**config.mk**
```make
export PLATFORM = sky130hd
export DESIGN_NAME = kart_motion
export DESIGN_NICKNAME = d
export VERILOG_FILES = /design/src/rtl/kart_motion.sv
export SDC_FILE = /design/constraint.sdc
export NUM_CORES = 1
export LEC_CHECK = 0
export CORE_AREA = 5 5 227 174
export CTS_CLUSTER_DIAMETER = 150
export DETAILED_ROUTE_END_ITERATION = 8
export DIE_AREA = 0 0 232 179
export PLACE_DENSITY = 0.6
export SYNTH_ARGS = -nofsm -noshare
export SYNTH_HDL_FRONTEND = slang
export SYNTH_SLANG_ARGS = --single-unit
```
**constraint.sdc**
```tcl
create_clock -name clk_in -period 10.8 [get_ports clk_in]
set_clock_uncertainty 0.15 [all_clocks]
set_input_delay 2.16 -clock clk_in [delete_from_list [all_inputs] [get_ports clk_in]]
set_output_delay 2.16 -clock clk_in [all_outputs]
set_load 0.01 [all_outputs]
```
**src/rtl/kart_motion.sv**
```systemverilog
// Per-frame kart kinematics: speed, heading and 11.12 fixed-point position.
// The pose is published atomically. Define KART_WRAP_EN to make positions wrap modulo 2048 instead of clamping.
module kart_motion #(
  parameter int START_X   = 1200,
  parameter int START_Y   = 191,
  parameter int START_DIR = 270,
  parameter int ACCEL     = 4,
  parameter int BRAKE     = 8,
  parameter int FRICTION  = 1,
  parameter int MAX_SPEED = 64,
  parameter int TURN_STEP = 3,
  parameter int MAP_MAX   = 2047
) (
  input  logic        clk_in,
  input  logic        rst_in,
  input  logic        frame_tick_in,
  input  logic        btn_accel,
  input  logic        btn_brake,
  input  logic        btn_left,
  input  logic        btn_right,
  output logic [10:0] player_x,
  output logic [10:0] player_y,
  output logic [8:0]  direction,
  output logic [7:0]  speed_out,
  output logic        busy,
  output logic        update_done
);

  typedef enum logic [2:0] {
    S_IDLE, S_SPEED, S_TURN, S_TRIG, S_MOVE, S_PUBLISH
  } state_e;

  // Quarter-wave sine, round(256*sin(i deg)) for i = 0..90
  localparam logic [8:0] SIN_LUT [0:90] = '{
    9'd0,   9'd4,   9'd9,   9'd13,  9'd18,  9'd22,  9'd27,  9'd31,  9'd36,  9'd40,
    9'd44,  9'd49,  9'd53,  9'd58,  9'd62,  9'd66,  9'd71,  9'd75,  9'd79,  9'd83,
    9'd88,  9'd92,  9'd96,  9'd100, 9'd104, 9'd108, 9'd112, 9'd116, 9'd120, 9'd124,
    9'd128, 9'd132, 9'd136, 9'd139, 9'd143, 9'd147, 9'd150, 9'd154, 9'd158, 9'd161,
    9'd165, 9'd168, 9'd171, 9'd175, 9'd178, 9'd181, 9'd184, 9'd187, 9'd190, 9'd193,
    9'd196, 9'd199, 9'd202, 9'd204, 9'd207, 9'd210, 9'd212, 9'd215, 9'd217, 9'd219,
    9'd222, 9'd224, 9'd226, 9'd228, 9'd230, 9'd232, 9'd234, 9'd236, 9'd237, 9'd239,
    9'd241, 9'd242, 9'd243, 9'd245, 9'd246, 9'd247, 9'd248, 9'd249, 9'd250, 9'd251,
    9'd252, 9'd253, 9'd254, 9'd254, 9'd255, 9'd255, 9'd255, 9'd256, 9'd256, 9'd256,
    9'd256
  };

  state_e             state_q, state_d;
  logic [3:0]         btn_q, btn_d;      // {accel, brake, left, right}
  logic [7:0]         speed_q, speed_d;
  logic [8:0]         dir_q, dir_d;
  logic signed [16:0] dx_q, dx_d, dy_q, dy_d;
  logic [22:0]        xpos_q, xpos_d, ypos_q, ypos_d;
  logic [10:0]        x_out_q, x_out_d, y_out_q, y_out_d;
  logic [8:0]         dir_out_q, dir_out_d;
  logic [7:0]         spd_out_q, spd_out_d;
  logic               done_q, done_d;

  logic [6:0]         s_idx, c_idx;
  logic               s_neg, c_neg;
  logic [16:0]        s_mag, c_mag;
  logic [16:0]        dx_calc, dy_calc;
  int                 sp_tmp, hd_tmp;

  // Signed add with sign and guard bits, then clamp or wrap to the 11.12 range
  function automatic logic [22:0] move_pos(input logic [22:0] p, input logic [16:0] d);
    logic signed [24:0] sum;
    sum = $signed({2'b00, p}) + $signed({{8{d[16]}}, d});
`ifdef KART_WRAP_EN
    return sum[22:0];
`else
    if (sum < 0)
      return '0;
    else if (sum[24:12] > 13'(MAP_MAX))
      return {11'(MAP_MAX), 12'b0};
    else
      return sum[22:0];
`endif
  endfunction

  // Fold the heading into the first quadrant and pick signs for sin/cos
  always_comb begin
    s_idx = '0;
    c_idx = '0;
    s_neg = 1'b0;
    c_neg = 1'b0;
    if (dir_q < 9'd90) begin
      s_idx = 7'(dir_q);
      c_idx = 7'(9'd90 - dir_q);
    end else if (dir_q < 9'd180) begin
      s_idx = 7'(9'd180 - dir_q);
      c_idx = 7'(dir_q - 9'd90);
      c_neg = 1'b1;
    end else if (dir_q < 9'd270) begin
      s_idx = 7'(dir_q - 9'd180);
      c_idx = 7'(9'd270 - dir_q);
      s_neg = 1'b1;
      c_neg = 1'b1;
    end else begin
      s_idx = 7'(9'd360 - dir_q);
      c_idx = 7'(dir_q - 9'd270);
      s_neg = 1'b1;
    end
  end

  assign s_mag   = 17'(speed_q) * 17'(SIN_LUT[s_idx]);
  assign c_mag   = 17'(speed_q) * 17'(SIN_LUT[c_idx]);
  assign dx_calc = c_neg ? (17'd0 - c_mag) : c_mag;
  assign dy_calc = s_neg ? s_mag : (17'd0 - s_mag);

  always_comb begin
    state_d   = state_q;
    btn_d     = btn_q;
    speed_d   = speed_q;
    dir_d     = dir_q;
    dx_d      = dx_q;
    dy_d      = dy_q;
    xpos_d    = xpos_q;
    ypos_d    = ypos_q;
    x_out_d   = x_out_q;
    y_out_d   = y_out_q;
    dir_out_d = dir_out_q;
    spd_out_d = spd_out_q;
    done_d    = 1'b0;
    sp_tmp    = int'(speed_q);
    hd_tmp    = int'(dir_q);
    case (state_q)
      S_IDLE: begin
        if (frame_tick_in) begin
          btn_d   = {btn_accel, btn_brake, btn_left, btn_right};
          state_d = S_SPEED;
        end
      end
      S_SPEED: begin
        if (btn_q[2])      sp_tmp = sp_tmp - BRAKE;
        else if (btn_q[3]) sp_tmp = sp_tmp + ACCEL;
        else               sp_tmp = sp_tmp - FRICTION;
        if (sp_tmp < 0)              sp_tmp = 0;
        else if (sp_tmp > MAX_SPEED) sp_tmp = MAX_SPEED;
        speed_d = 8'(sp_tmp);
        state_d = S_TURN;
      end
      S_TURN: begin
        if (btn_q[1] && !btn_q[0])      hd_tmp = hd_tmp + TURN_STEP;
        else if (btn_q[0] && !btn_q[1]) hd_tmp = hd_tmp - TURN_STEP;
        if (hd_tmp >= 360)   hd_tmp = hd_tmp - 360;
        else if (hd_tmp < 0) hd_tmp = hd_tmp + 360;
        dir_d   = 9'(hd_tmp);
        state_d = S_TRIG;
      end
      S_TRIG: begin
        dx_d    = dx_calc;
        dy_d    = dy_calc;
        state_d = S_MOVE;
      end
      S_MOVE: begin
        xpos_d  = move_pos(xpos_q, dx_q);
        ypos_d  = move_pos(ypos_q, dy_q);
        state_d = S_PUBLISH;
      end
      S_PUBLISH: begin
        x_out_d   = xpos_q[22:12];
        y_out_d   = ypos_q[22:12];
        dir_out_d = dir_q;
        spd_out_d = speed_q;
        done_d    = 1'b1;
        state_d   = S_IDLE;
      end
      default: state_d = S_IDLE;
    endcase
  end

  always_ff @(posedge clk_in) begin
    if (rst_in) begin
      state_q   <= S_IDLE;
      btn_q     <= '0;
      speed_q   <= '0;
      dir_q     <= 9'(START_DIR);
      dx_q      <= '0;
      dy_q      <= '0;
      xpos_q    <= {11'(START_X), 12'b0};
      ypos_q    <= {11'(START_Y), 12'b0};
      x_out_q   <= 11'(START_X);
      y_out_q   <= 11'(START_Y);
      dir_out_q <= 9'(START_DIR);
      spd_out_q <= '0;
      done_q    <= 1'b0;
    end else begin
      state_q   <= state_d;
      btn_q     <= btn_d;
      speed_q   <= speed_d;
      dir_q     <= dir_d;
      dx_q      <= dx_d;
      dy_q      <= dy_d;
      xpos_q    <= xpos_d;
      ypos_q    <= ypos_d;
      x_out_q   <= x_out_d;
      y_out_q   <= y_out_d;
      dir_out_q <= dir_out_d;
      spd_out_q <= spd_out_d;
      done_q    <= done_d;
    end
  end

  assign player_x    = x_out_q;
  assign player_y    = y_out_q;
  assign direction   = dir_out_q;
  assign speed_out   = spd_out_q;
  assign busy        = (state_q != S_IDLE);
  assign update_done = done_q;

endmodule

```
==> results.yml, run 1 <==
floorplanning:
  rows: 61
  design.core.area_um2: 36790
  initial_core_util_pct: 43.76
  dieArea_um2: 41530
  io_pins: 48
  die-height_um: 179
  die_w_um: 232
synth:
  synth.area.top_cells: "dfxtp_1, ha_1, fa_1, nand2_1, xnor2_1"
  synth_nets: 2316
  yosys_warnings: 0
  syn_inst: 2066
  synth_cell_types: 90
  synth_edf_count: 0
  ys_seq_elements: 144
  synthArstFlopShare_pct: 0
  synth-main-ff-cell: "dfxtp_1"
  syn_avg_cell_area_um2: 7.792
  synth_area_um2: 16100
  ys_seq_area_share_pct: 17.91
  synth_top_area_share_pct: 17.91
  yosys.area.top_type: "dfxtp_1"
placed_design:
  io_buffers: 47
  hpwlAfterDp_mm: 35.76
  place.gp.congestion: 0.9478
timing:
  min_period_ns: 9.687
  fmax_ghz: 0.1032
  hold_violations: 0
  rsz0062_at_grt: "false"
  finalCritPeriodShare_pct: 89.69
  tightest_slew_ns: 1.254
  setup_violations: 0
  fin_setup_tns_ns: 0
  slew_violations: 0
  relSlewSlack_pct: 15.96
route:
  routed_wl_mm: 46.29
  drc: 0
  routed_via_density: 5.808
  drt_iter0_drc: 1168
  drtAntennaViolNets: 0
  num_vias: 14980
  wl_per_cell_um: 17.95
  first_pass_iters: 5
grt:
  busiest_layer: "met1"
  grt_max_degree: 70
  grt_pass1_wl_mm: 75.53
  grt_pass1_vias: 14080
  grt_util_met2_pct: 32.43
  grtUsageMet1_pct: 34.20
  antenna_found_initial: 0
  grt-ovfl-total: 0
  track_usage_pct: 22.12
  grtUsageMet3_pct: 4.006
hold_path:
  holdCritPathClass: "flop to flop"
clock_network:
  numCtsBuffers: 17
  clock-sinks: 144
  cts_resized: 0
  cts_setup_buffers: 0
  cts_tree: "yes"
  hold_buffers: 0
  root_buffer: "clkbuf_16"
  clkLatencyLatePin_ns: 0.43
  cts_max_path_buffers: 2
  clkTransAtPathRegs_ns: 0.07
  htree_levels: 4
critical_path:
  cp_slowest_cell: "xnor2_2"
  critPathMostFrequentCell: "inv_1"
  startpoint_type: "flop"
  max_stage_delay_ns: 0.99
  critical_path_class: "flop to flop"
  arrival_ns: 9.83
  crit_fanout: 26
  crit_required_ns: 10.94
  end_kind: "flop"
outcome:
  outcome: "complete, no violations"
flow_run:
  maxCapViolCount: 0
finish:
  drive_above_1_share_pct: 5.735
  num_antenna_cells: 0
  utilization_pct: 47.98
  areaGrowthSynthToFinish_pct: 9.629
  fin_nets: 2312
  n_fill_cell: 3704
power_and_ir_drop:
  static-leakage-power_nw: 7.949
  worst_ir_drop_vdd_mv: 0.08571
  powerDensity_nw_per_um2: 91.79
-- cell usage after synthesis (31+ instances only) --
cell type,count
ha_1,157
fa_1,86
a21oi_1,135
nand2_1,230
xor2_1,39
a211oi_1,43
nor3_1,62
inv_1,166
nor2_1,175
a21o_1,31
xnor2_1,81
o21ai_0,83
clkbuf_1,91
and2_1,65
dfxtp_1,144
nand3_1,36
-- kinds of logic (layout without fill, tap and decap cells) --
group / Yosys count / in the layout / share of synthesized area [%]
AND/OR/NAND/NOR: 728 / 728 / 22.04
AO/OA/AOI/OAI: 532 / 532 / 22.79
buffers and inverters: 284 / 293 / 6.777
adder cells (fa/ha/maj): 243 / 243 / 22.90
flip-flops: 144 / 144 / 17.91
XOR/XNOR: 120 / 120 / 6.528
multiplexers: 15 / 15 / 1.057
-- state kept, by name, summed over array words and instances, names as in the netlist, 9 cells and up --
| name | flops |
|---|---|
| dy_q | 17 |
| player_x | 11 |
| player_y | 11 |
| dx_q | 17 |
| dir_q | 9 |
| xpos_q | 23 |
| ypos_q | 23 |
| direction | 9 |
-- placed cells by master, fill, tap and decap left out, types with 9 or more instances in the layout --
cell type,instances
a2111oi_0,9
a211oi_1,43
a21o_1,31
a21oi_1,135
a22o_1,23
a22oi_1,13
a311oi_1,10
a31oi_1,19
and2_1,65
and3_1,18
buf_4,41
clkbuf_16,17
clkdlybuf4s50_1,46
dfxtp_1,144
fa_1,86
ha_1,157
inv_1,166
mux2i_1,11
nand2_1,230
nand2b_1,15
nand3_1,36
nand3b_1,19
nand4_1,9
nor2_1,174
nor2b_1,15
nor3_1,62
nor4_1,23
o211ai_1,18
o21a_1,21
o21ai_0,83
o311ai_0,10
o31ai_1,22
or2_2,12
or3_1,18
xnor2_1,80
xor2_1,39
-- metal layers --
metal / vias to the layer above / share of wire [%]
met2: 532 / 41
met5: - / 0
met1: 7166 / 51
met4: 0 / 0.79
met3: 34 / 7.2
li1: 7247 / -
-- path summary, 6_finish.rpt --
kind | start | to | slack, ns | depth (start not counted)
setup / recovery | dir_q[8] | dx_q[15] | 1.11 | 28
hold / removal | speed_out[1] | speed_out[1] | 0.30 | 2
setup reg to reg | dir_q[8] | dx_q[15] | 1.11 | 28
hold reg to reg | speed_out[1] | speed_out[1] | 0.30 | 2
-- critical path, delay by kind of cell, from the launching register on --
kind	cells	cell delay, ns
flip-flops	1	0.96
buffers and inverters	4	0.53
adder cells (fa/ha/maj)	5	2.12
multiplexers	1	0.27
AND/OR/NAND/NOR	7	2.20
XOR/XNOR	2	1.18
AO/OA/AOI/OAI	9	2.11
-- through the flow --
step           area (um2)  hold WS (ns)  instances  setup WS [ns]  total power, mW
2_1_floorplan       16100        0.2797       2066          2.077           0.9058
3_3_place_gp        17070        0.2937       2547          1.454            1.040
3_5_place_dp        17070        0.2963       2547          1.333            1.044
4_1_cts             17650        0.3052       2579          1.263            1.620
5_1_grt             17650        0.3151       2579         0.4523            1.701
6_report            17650        0.3034       2579          1.114            1.620
-- power by group --
part           internal, mW  switching, mW
Clock                 0.313          0.261
Combinational         0.162          0.326
Sequential            0.541         0.0168
Total                  1.02          0.604
-- area by class of cell --
type,instances,area [um2],share of cell area (%)
inverters,174,653.1,3.701
repair buffers,87,768.2,4.353
flip-flops and latches,144,2883,16.33
well taps,504,630.6,3.573
clock buffers,18,439.2,2.488
clock inverters,14,138.9,0.7869
multi-input cells,1638,12140,68.76
(Power assumes the default switching activity.)
==> run 2, diff against run 1 <==
PLACE_DENSITY = 0.64   (was 0.6)
==> run 2 against run 1 <==
  * First-iteration DRC count is 26% higher
  * Sequential cell count is the same
  * Fmax fell by 2.4%
  * Sequential share of layout area barely moved
  * Sequential power is 0.7% higher
  * Largest power group unchanged
  * Global-route usage is 0.31 points lower
  * Die area is the same
  * Final area about the same
==> results.yml, run 2 (synthesis gave the netlist of run 1 again) <==
outcome:
  outcome: "complete, no violations"
power_and_ir_drop:
  static-leakage-power_nw: 7.928
  powerDensity_nw_per_um2: 91.70
  total_power_mw: 1.617
  worst_ir_drop_vdd_mv: 0.08753
clock_network:
  root_buffer: "clkbuf_16"
  cts_max_path_buffers: 2
  clkTransAtPathRegs_ns: 0.07
  clkLatencyLatePin_ns: 0.43
  cts_tree: "yes"
  clock-sinks: 144
  cts_setup_buffers: 0
  htree_levels: 4
  hold_buffers: 0
  numCtsBuffers: 17
critical_path:
  arrival_ns: 10.09
  end_kind: "flop"
  crit_fanout: 22
  critPathMostFrequentCell: "inv_1"
  r2r_slack_ns: 0.87
  cp_slowest_cell: "ha_1"
  r2r-start: "dir_q[1]"
  cp-startpoint: "dir_q[1]"
  rr_worst_depth: 33
  crit_required_ns: 10.97
  critical_path_class: "flop to flop"
  startpoint_type: "flop"
  crit_path_end: "dy_q[16]"
  r2r_end: "dy_q[16]"
  max_stage_delay_ns: 0.63
floorplanning:
  die-height_um: 179
  die_w_um: 232
  initial_core_util_pct: 43.76
  io_pins: 48
  rows: 61
  design.core.area_um2: 36790
  dieArea_um2: 41530
route:
  wl_per_cell_um: 17.74
  drtAntennaViolNets: 0
  num_vias: 15080
  drc: 0
  routed_via_density: 5.850
  first_pass_iters: 6
  routed_wl_mm: 45.72
  drt_iter0_drc: 1474
timing:
  min_period_ns: 9.926
  relSlewSlack_pct: 11.21
  fin_setup_tns_ns: 0
  finalCritPeriodShare_pct: 91.91
  tightest_slew_ns: 1.322
  setup_violations: 0
  fmax_ghz: 0.1007
  hold_violations: 0
  timing.final.ws_setup_ns: 0.8736
  slew_violations: 0
  hold_ws_ns: 0.3058
  rsz0062_at_grt: "false"
grt:
  track_usage_pct: 21.81
  antenna_found_initial: 0
  grt_max_degree: 79
  grt_pass1_wl_mm: 74.76
  grt-ovfl-total: 0
  grt_pass1_vias: 14290
placed_design:
  io_buffers: 47
  place.gp.congestion: 0.9268
  hpwlAfterDp_mm: 34.89
  dpl_cell_area_um2: 17060
  dp_slack_ns: 0.7266
finish:
  final_common_cell: "nand2_1"
  areaGrowthSynthToFinish_pct: 9.544
  n_fill_cell: 3617
  num_antenna_cells: 0
  layout_common_cells: "nand2_1, nor2_1, inv_1"
  reg_top3: "xpos_q x23, ypos_q x23"
  fin_nets: 2310
  drive_above_1_share_pct: 5.740
  fin_area_um2: 17640
flow_run:
  maxCapViolCount: 0
hold_path:
  holdCritPathClass: "flop to flop"
## run 2: changes by cell type in the layout (fill, tap and decap cells not counted)
| cell | before | now |
|---|---|---|
| dfxtp_1 | 144 | 143 |
| nand2_1 | 230 | 229 |
| clkbuf_8 | 1 | 0 |
| clkinvlp_4 | 1 | 3 |
| buf_4 | 41 | 39 |
| clkinv_8 | 1 | 2 |
| inv_8 | 4 | 3 |
| inv_6 | 5 | 4 |
| nand2_2 | 0 | 1 |
| dfxtp_2 | 0 | 1 |
## run 2: per-stage QoR
stage,utilization [%],cells
2_1_floorplan,-,2066
3_3_place_gp,46.36,2545
3_5_place_dp,46.36,2545
4_1_cts,47.93,2577
5_1_grt,47.94,2577
6_report,47.94,2577
## run 2: how the worst min path moves through the flow
stage	slack, ns	endpoint	from	cells after the start
2_1_floorplan	0.28	dy_q[15]	dy_q[15]	2
3_3_place_gp	0.29	player_x[6]	player_x[6]	2
3_5_place_dp	0.30	speed_out[3]	speed_out[3]	2
4_1_cts	0.31	player_y[10]	player_y[10]	2
5_1_grt	0.32	player_y[10]	player_y[10]	2
6_report	0.31	player_y[10]	player_y[10]	2
## run 2: area by class of cell
cell class                 instances  area [um2]  share of cell area, %
clock buffer                      17       425.4                  2.412
inverter                         174       653.1                  3.703
multi-input combinational       1638       12140                  68.83
clock inverter                    15       150.1                 0.8514
timing repair buffer              85       753.2                  4.271
tap                              504       630.6                  3.576
sequential                       144        2884                  16.35
## run 2: what timing repair did
item / in CTS / in global routing
hold endpoints to repair: 0 / 0
endpoints found under the setup margin: 0 / 4
resized for setup: 0 / 2
## run 2: worst max-delay path: cells and delay by family, from the launching register on
family	cells	cell delay, ns
DFF	1	0.31
xor gates and xnor gates	2	0.32
adders and majority gates	6	3.04
buffers and inverters	9	1.77
and+or+nand+nor	6	1.23
AOI/OAI and AO/OA	10	2.97
## run 2: layer usage
metal	share of wire (%)	vias up	GRT usage, %
met3	7.8	33	4.180
met1	49	7248	32.66
met5	0	-	0
li1	-	7256	-
met2	43	539	33.40
met4	0.50	0	3.027
## run 2: report_power, final
| part | internal [mW] | switching [mW] |
|---|---|---|
| logic | 0.165 | 0.324 |
| registers | 0.541 | 0.0202 |
| clock network | 0.306 | 0.261 |
